[config.mk]
export PLATFORM = sky130hd
export DESIGN_NAME = sad_block_mem
export DESIGN_NICKNAME = d
export VERILOG_FILES = /design/src/rtl/sad_block_mem.sv
export SDC_FILE = /design/constraint.sdc
export NUM_CORES = 2
export LEC_CHECK = 0
export BUFFER_PORTS_ARGS = -buffer_cell sky130_fd_sc_hd__buf_4
export CAP_MARGIN = 20
export CORE_MARGIN = 2
export CORE_UTILIZATION = 24
export DETAILED_ROUTE_END_ITERATION = 10
export MAX_ROUTING_LAYER = met4
export PLACE_DENSITY_LB_ADDON = 0.3
export SLEW_MARGIN = 20
export SYNTH_ARGS = -nofsm -noshare
export SYNTH_HDL_FRONTEND = slang
export SYNTH_SLANG_ARGS = --single-unit
[constraint.sdc]
create_clock -name Clk -period 7.37 [get_ports Clk]
set_clock_uncertainty 0.1 [all_clocks]
set_input_delay 0.737 -clock Clk [delete_from_list [all_inputs] [get_ports Clk]]
set_output_delay 0.737 -clock Clk [all_outputs]
set_load 0.02 [all_outputs]
[src/rtl/sad_block_mem.sv]
// Dual-bank responder memory for the SAD datapath: pipelined A/B reads, shared-strobe
// writes, and a clear engine that zeroes both banks one word per cycle.
module sad_block_mem #(
    parameter int DW     = 8,
    parameter int AW     = 8,
    parameter int DEPTH  = 256,
    parameter int RD_LAT = 1
) (
    input  logic          Clk,
    input  logic          Rst,
    input  logic [AW-1:0] A_Addr,
    input  logic [AW-1:0] B_Addr,
    input  logic          RW,
    input  logic          En,
    input  logic [DW-1:0] A_WrData,
    input  logic [DW-1:0] B_WrData,
    input  logic          Init,
    output logic [DW-1:0] A_Data,
    output logic [DW-1:0] B_Data,
    output logic          Rd_Valid,
    output logic          Busy,
    output logic          Drop_Err
);
    localparam int          IW      = (DEPTH > 1) ? $clog2(DEPTH) : 1;
    localparam int          PS      = (RD_LAT > 1) ? RD_LAT - 1 : 1;
    localparam logic [AW:0] DEPTH_W = DEPTH[AW:0];
    localparam logic [AW:0] LAST_W  = DEPTH_W - {{AW{1'b0}}, 1'b1};

    typedef enum logic {IDLE, CLEAR} state_t;

    state_t        state, state_nx;
    logic [AW:0]   cnt;
    logic          clr_we;
    logic [DW-1:0] mem_a [DEPTH];
    logic [DW-1:0] mem_b [DEPTH];

    logic          a_ok, b_ok, acc_ok, rd_issue, wr_issue;
    logic [DW-1:0] rd_a, rd_b;
    logic          fin_vld;
    logic [DW-1:0] fin_a, fin_b;

    // Init outranks an access presented in the same cycle.
    assign acc_ok   = En && (state == IDLE) && !Init;
    assign rd_issue = acc_ok && !RW;
    assign wr_issue = acc_ok && RW;
    assign a_ok     = {1'b0, A_Addr} < DEPTH_W;
    assign b_ok     = {1'b0, B_Addr} < DEPTH_W;
    assign rd_a     = a_ok ? mem_a[A_Addr[IW-1:0]] : '0;
    assign rd_b     = b_ok ? mem_b[B_Addr[IW-1:0]] : '0;

    always_ff @(posedge Clk) begin
        if (Rst) begin
            state <= IDLE;
            cnt   <= '0;
        end else begin
            state <= state_nx;
            if (state == IDLE && Init) cnt <= '0;
            else if (state == CLEAR)   cnt <= cnt + 1'b1;
        end
    end

    always_comb begin
        state_nx = state;
        case (state)
            IDLE:    if (Init) state_nx = CLEAR;
            CLEAR:   if (cnt == LAST_W) state_nx = IDLE;
            default: state_nx = IDLE;
        endcase
    end

    always_comb begin
        Busy   = (state == CLEAR);
        clr_we = (state == CLEAR) && !Rst;
    end

    // Reset leaves array contents alone, including the word the clear was about to hit.
    always_ff @(posedge Clk) begin
        if (clr_we) begin
            mem_a[cnt[IW-1:0]] <= '0;
            mem_b[cnt[IW-1:0]] <= '0;
        end else if (wr_issue && !Rst) begin
            if (a_ok) mem_a[A_Addr[IW-1:0]] <= A_WrData;
            if (b_ok) mem_b[B_Addr[IW-1:0]] <= B_WrData;
        end
    end

    generate
        if (RD_LAT == 1) begin : g_direct
            assign fin_vld = rd_issue;
            assign fin_a   = rd_a;
            assign fin_b   = rd_b;
        end else begin : g_pipe
            logic [PS-1:0]         vld_pipe;
            logic [PS-1:0][DW-1:0] pa, pb;

            always_ff @(posedge Clk) begin
                if (Rst) vld_pipe <= '0;
                else begin
                    vld_pipe[0] <= rd_issue;
                    for (int i = 1; i < PS; i++) vld_pipe[i] <= vld_pipe[i-1];
                end
                pa[0] <= rd_a;
                pb[0] <= rd_b;
                for (int i = 1; i < PS; i++) begin
                    pa[i] <= pa[i-1];
                    pb[i] <= pb[i-1];
                end
            end

            assign fin_vld = vld_pipe[PS-1];
            assign fin_a   = pa[PS-1];
            assign fin_b   = pb[PS-1];
        end
    endgenerate

    always_ff @(posedge Clk) begin
        if (Rst) begin
            A_Data   <= '0;
            B_Data   <= '0;
            Rd_Valid <= 1'b0;
        end else begin
            Rd_Valid <= fin_vld;
            if (fin_vld) begin
                A_Data <= fin_a;
                B_Data <= fin_b;
            end
        end
    end

    // A dropped access sets the flag even when the same-cycle Init would clear it.
    always_ff @(posedge Clk) begin
        if (Rst)                          Drop_Err <= 1'b0;
        else if (En && (Busy || Init))    Drop_Err <= 1'b1;
        else if (Init && state == IDLE)   Drop_Err <= 1'b0;
    end
endmodule

### Word level (Yosys, flattened, before mapping)

Memories as Yosys holds them, arrays and structs flattened. A register that Yosys moved wholly into a read port is not among the register bits.
Cells that the tools add are included.

| cells by class | value |
|---|---|
| equality and inequality tests | 1 |
| reduce and logical (&&, ||, !) cells | 16 |
| bitwise logic cells | 1 |
| mux-type cells | 16 |
| add/sub/neg operators | 1 |

Operator list:

| cell | count |
|---|---|
| 8-bit two-way mux | 4 |
| 8-bit OR reduction | 2 |
| 1-bit two-way mux | 11 |
| 9-bit by 1-bit adder with 9-bit output, second input constant | 1 |
| 9-bit by 8-bit == test with 1-bit output, second input constant | 1 |
| 1-bit logical AND | 8 |
| 1-bit logical NOT | 3 |
| 1-bit case mux with 2 select lines | 1 |
| 2-bit nonzero test | 1 |
| 2-bit OR reduction | 1 |
| 1-bit logical OR | 1 |
| 1-bit inverter | 1 |

| storage, ports and cells | value |
|---|---|
| register bits | 12 |
| input port bits | 37 |
| memory bits (writable) | 4096 |
| memories | 2 |

Memory list:

| name | depth | bits a word | read ports | clocked after memory_dff | wr ports | line | source |
|---|---|---|---|---|---|---|---|
| mem_a | 256 | 8 | 1 | 1 | 1 | 34 | `logic [DW-1:0] mem_a [DEPTH];` |
| mem_b | 256 | 8 | 1 | 1 | 1 | 35 | `logic [DW-1:0] mem_b [DEPTH];` |

### Longest topological paths before layout

| logic depth | value |
|---|---|
| depth after elaboration | 10 |
| mapped depth | 12 |
| gate-level depth less buffers | 7 |

### Least setup slack after synthesis

Ideal clock, no wire load.

| path | value |
|---|---|
| path kind | input port to flip-flop |
| start | input Init |
| end | memory mem_a[0][4] (data pin) |
| setup time | 0.873 ns |
| slack | 1.700 ns |
| required time | 6.397 ns |
| cell stages on the path | 3 |
| data arrival time | 4.696 ns |
| cell sequence | nor4b_4 -> clkbuf_1 -> and3_1 |

| on the way | value |
|---|---|
| word-level cells in the longest chain between the ends | 9 |

Ends and longest elaborated chain:

| item | line | source |
|---|---|---|
| from (decl) | 17 | `input logic Init,` |
| 1-bit logical NOT | 43 | `assign acc_ok = En && (state == IDLE) && !Init;` |
| 1-bit logical AND | 43 |  |
| 1-bit logical AND | 45 | `assign wr_issue = acc_ok && RW;` |
| 1-bit logical AND | 81 | `end else if (wr_issue && !Rst) begin` |
| 1-bit two-way mux | 81 |  |
| 1-bit two-way mux | 78 | `if (clr_we) begin` |
| 1-bit two-way mux (not written as such) | 82 | `if (a_ok) mem_a[A_Addr[IW-1:0]] <= A_WrData;` |
| 8-bit OR reduction (no source line) | -- |  |
| 8-bit two-way mux (no source line) | -- |  |
| to (decl) | 34 |  |

Every way passes these cells.

### Final worst setup path

| path | value |
|---|---|
| start | input Rst |
| end | memory mem_b[0][0], enable pin |

| on the way | value |
|---|---|
| word-level cells in the longest chain between the ends | 7 |
| elaborated cells on any way between the ends | 11 |
| those cells by class | 7 x mux; 4 x reduce/logical |

Ends and longest elaborated chain:

| item | line | source |
|---|---|---|
| from (decl) | 10 | `input logic Rst,` |
| 1-bit logical NOT * | 73, 81 |  |
| 1-bit logical AND | 81 |  |
| 1-bit two-way mux | 81 |  |
| 1-bit two-way mux | 78 |  |
| 1-bit two-way mux (not written as such) | 83 | `if (b_ok) mem_b[B_Addr[IW-1:0]] <= B_WrData;` |
| 8-bit OR reduction (no source line) | -- |  |
| 8-bit two-way mux (no source line) / 1-bit two-way mux (equally long branches) | -- |  |
| to (decl) | 35 |  |

Mark *: on every way between the ends. The rest lies on a longest branch, timed or not.

==> reports/qor.csv <==
metric,value,unit
min_path_type,in -> reg,
synthCells,7892,
finalMaxSlewViolations,0,
synthSimpleGateAreaFrac,3.26,%
drive_gt1_share,20.1,%
crit_type,in -> reg,
syn_area,0.161,mm²
r2r_end,mem_b[0][0]$_DFFE_PP_,
cts_made_buffers,400,
io_pins,56,
ys_warn_count,0,
drv_cap,0,
antenna_found_initial,28,
gp_congestion,0.852,
cts.path.max_buffers,4,
drt_wl_total,454000,µm
die-area,0.676,mm²
synth.distinct_cells,70,
drc,0,
setup_viol,0,
seq_area_frac_synth,76.9,%
antenna_left,0,
timing.rr.start,Busy$_SDFF_PP0_,
synth_xor_area_share,0.0327,%
hold_viol,0,
grt_usage,13.3,%
yosys-mux-area-fraction,14.5,%
grt_pass1_vias,80789,
io_buffers,55,
tns,0,ns
synth_top_family_by_area,multiplexers,
synth-edff-count,4096,
die_h,822,µm
end_kind,register,
h-tree-depth,5,
holdWs,0.112,ns
die_width,822,µm
yosys.area_share.adder,0.0156,%
critPathLaunchType,input pin,
synth_compound_area_share,3.50,%
irDropWorstVdd,0.189,mV
wl_per_cell,26.2,µm
rsz0062_at_grt,no,
vias_per_cell,4.63,
cts_tree,built,
clk_latency,0.97,ns
syn-num-nets,7931,
worstPathArrival,5.46,ns
dr.pass1.iters,6,
async_reset_ff_share,0,%
p_leak,62.1,nW
grt.overflow.total,0,
crit_required,7.84,ns
cts_resized,0,
fin_nets,8082,
ys_ff_latch,4124,
cts_root_buffer,clkbuf_16,
status,completed,
hold_depth,3,
core,0.667,mm²
path_clk_slew,0.07,ns
powerDensity,259,mW/mm²
grt_first_pass_wirelength,637000,µm
hp-start,Init,
dp_hpwl,277000,µm
initial_utilization,24.1,%
cts_sinks,4124,
period_share,67.7,%
worst_pin_slew,1.13,ns
ys.flop_type,edfxtp_1,
via_count,80039,
synthToLayoutAreaGrowth,14.7,%
r2r_setup_slack,2.47,ns
cp_max_fo,32,
rows,300,
reg2reg_depth,7,
fmax,200,MHz
avgSynthCellArea,20.4,µm²
post-route-min-period,4.99,ns
grt_max_degree,173,
slew_headroom,24.8,%
first_iter_violations,9359,
min_to,Busy$_SDFF_PP0_,
[placed cells by master (no fill, tap or decap), types with 10 or more instances in the layout]
cell type     n
edfxtp_1   4096
mux4_2      800
nor2_1      532
mux2i_1     481
clkbuf_16   403
nand2_1     209
buf_4       187
a22oi_1     178
o22ai_1     131
a21oi_1      99
nor3_1       98
clkinv_1     90
clkbuf_1     87
nand3_1      81
o221ai_1     78
clkinv_2     73
a211oi_1     56
nand4_1      49
a221oi_1     49
nor2b_1      46
o21ai_0      41
a22o_1       40
a31oi_1      39
buf_12       39
bufinv_16    38
nand2b_1     32
dfxtp_1      28
o211ai_1     21
mux2_2       17
and3_4       16
or3_1        15
or4_1        15
nand3_2      11
and3_1       11
nor2_2       10
[how the worst max path moves through the flow]
stage | from | slack, ns | to | cells past startpoint
global route | Rst | 2.26 | mem_b[169][3]$_DFFE_PP_ | 9
finish | Rst | 2.38 | mem_b[0][0]$_DFFE_PP_ | 9
floorplan | Init | 1.70 | mem_a[0][4]$_DFFE_PP_ | 3
global placement | B_Addr[0] | 1.84 | B_Data[5]$_SDFFE_PP0P_ | 11
CTS | En | 2.49 | mem_b[169][3]$_DFFE_PP_ | 9
detailed placement | B_Addr[0] | 1.91 | B_Data[5]$_SDFFE_PP0P_ | 11
[where the power goes]
group / switching (mW) / total (mW) / internal (mW) / leakage (nW)
Clock: 8.96 / 20.4 / 11.5 / 6.24
Sequential: 0.0126 / 25.5 / 25.5 / 43.7
Combinational: 1.12 / 1.71 / 0.589 / 12.1
Total: 10.1 / 47.7 / 37.6 / 62.1
[synth_stat cells, types with 68 or more instances]
cell type,number,area share (%)
clkbuf_1,171,0.40
buf_2,158,0.49
mux2i_1,481,3.0
nor2_1,545,1.3
a22oi_1,178,0.83
buf_4,68,0.32
a21oi_1,99,0.31
o22ai_1,131,0.51
o221ai_1,78,0.43
nand2_1,216,0.50
mux4_2,800,11
nand3_1,92,0.29
nor3_1,101,0.31
edfxtp_1,4096,77
[worst max-delay path, cell delays in order]
cell and delay [ns]:
dlygate4sd3_1 0.79, buf_4 0.25, nor4b_4 0.07, and2_2 0.45, nor3_1 0.87, a21oi_1 0.32, or3_1 0.78, buf_4 0.41
nor2_1 0.72
[flip-flops by register name (all words and copies together) (netlist names)]
signal,count
A_Data,8
B_Data,8
Busy,1
Drop_Err,1
Rd_Valid,1
cnt,9
mem_a,2048
mem_b,2048
[cells by family after synthesis]
| kind of cell | count (synthesis) |
|---|---|
| AND/OR/NAND/NOR | 1172 |
| AO/OA/AOI/OAI | 785 |
| adder cells (fa/ha/maj) | 2 |
| buffers and inverters | 496 |
| XOR/XNOR | 6 |
| multiplexers | 1307 |
| flip-flops | 4124 |
[final cells by class]
type	instances	area, µm²
well taps	8909	11100
clock inverters	230	2250
diodes	9	22.5
flip-flops and latches	4124	124000
repair buffers	236	2320
fillers	65941	483000
inverters	9	33.8
clock buffers	497	10500
multi-input cells	3272	34500
[layer usage]
metal	share of wire (%)	GRT usage (%)
met4	2.7	3.18
met2	47	20.9
met5	0	-
met3	6.8	2.23
met1	43	17.9
[through the flow]
| step | total power, mW | area (µm²) | cells | utilization, % | setup WS (ns) |
|---|---|---|---|---|---|
| 6_report | 47.7 | 184000 | 17286 | 27.6 | 2.38 |
| 4_1_cts | 48.0 | 184000 | 17277 | 27.6 | 2.49 |
| 5_1_grt | 49.0 | 184000 | 17282 | 27.6 | 2.26 |
| 3_5_place_dp | 27.7 | 172000 | 16548 | 25.7 | 1.91 |
| 3_3_place_gp | 27.7 | 171000 | 16545 | 25.7 | 1.84 |
| 2_1_floorplan | 27.1 | 161000 | 7892 | - | 1.70 |
[what timing repair did]
item | 4_1_cts | 5_1_grt
endpoints found under the hold margin | 2 | 0
setup endpoints to repair | 0 | 0
buffers inserted | 0 | 0
hold buffers | 2 | 0
Power figures use the tool's default switching activity.
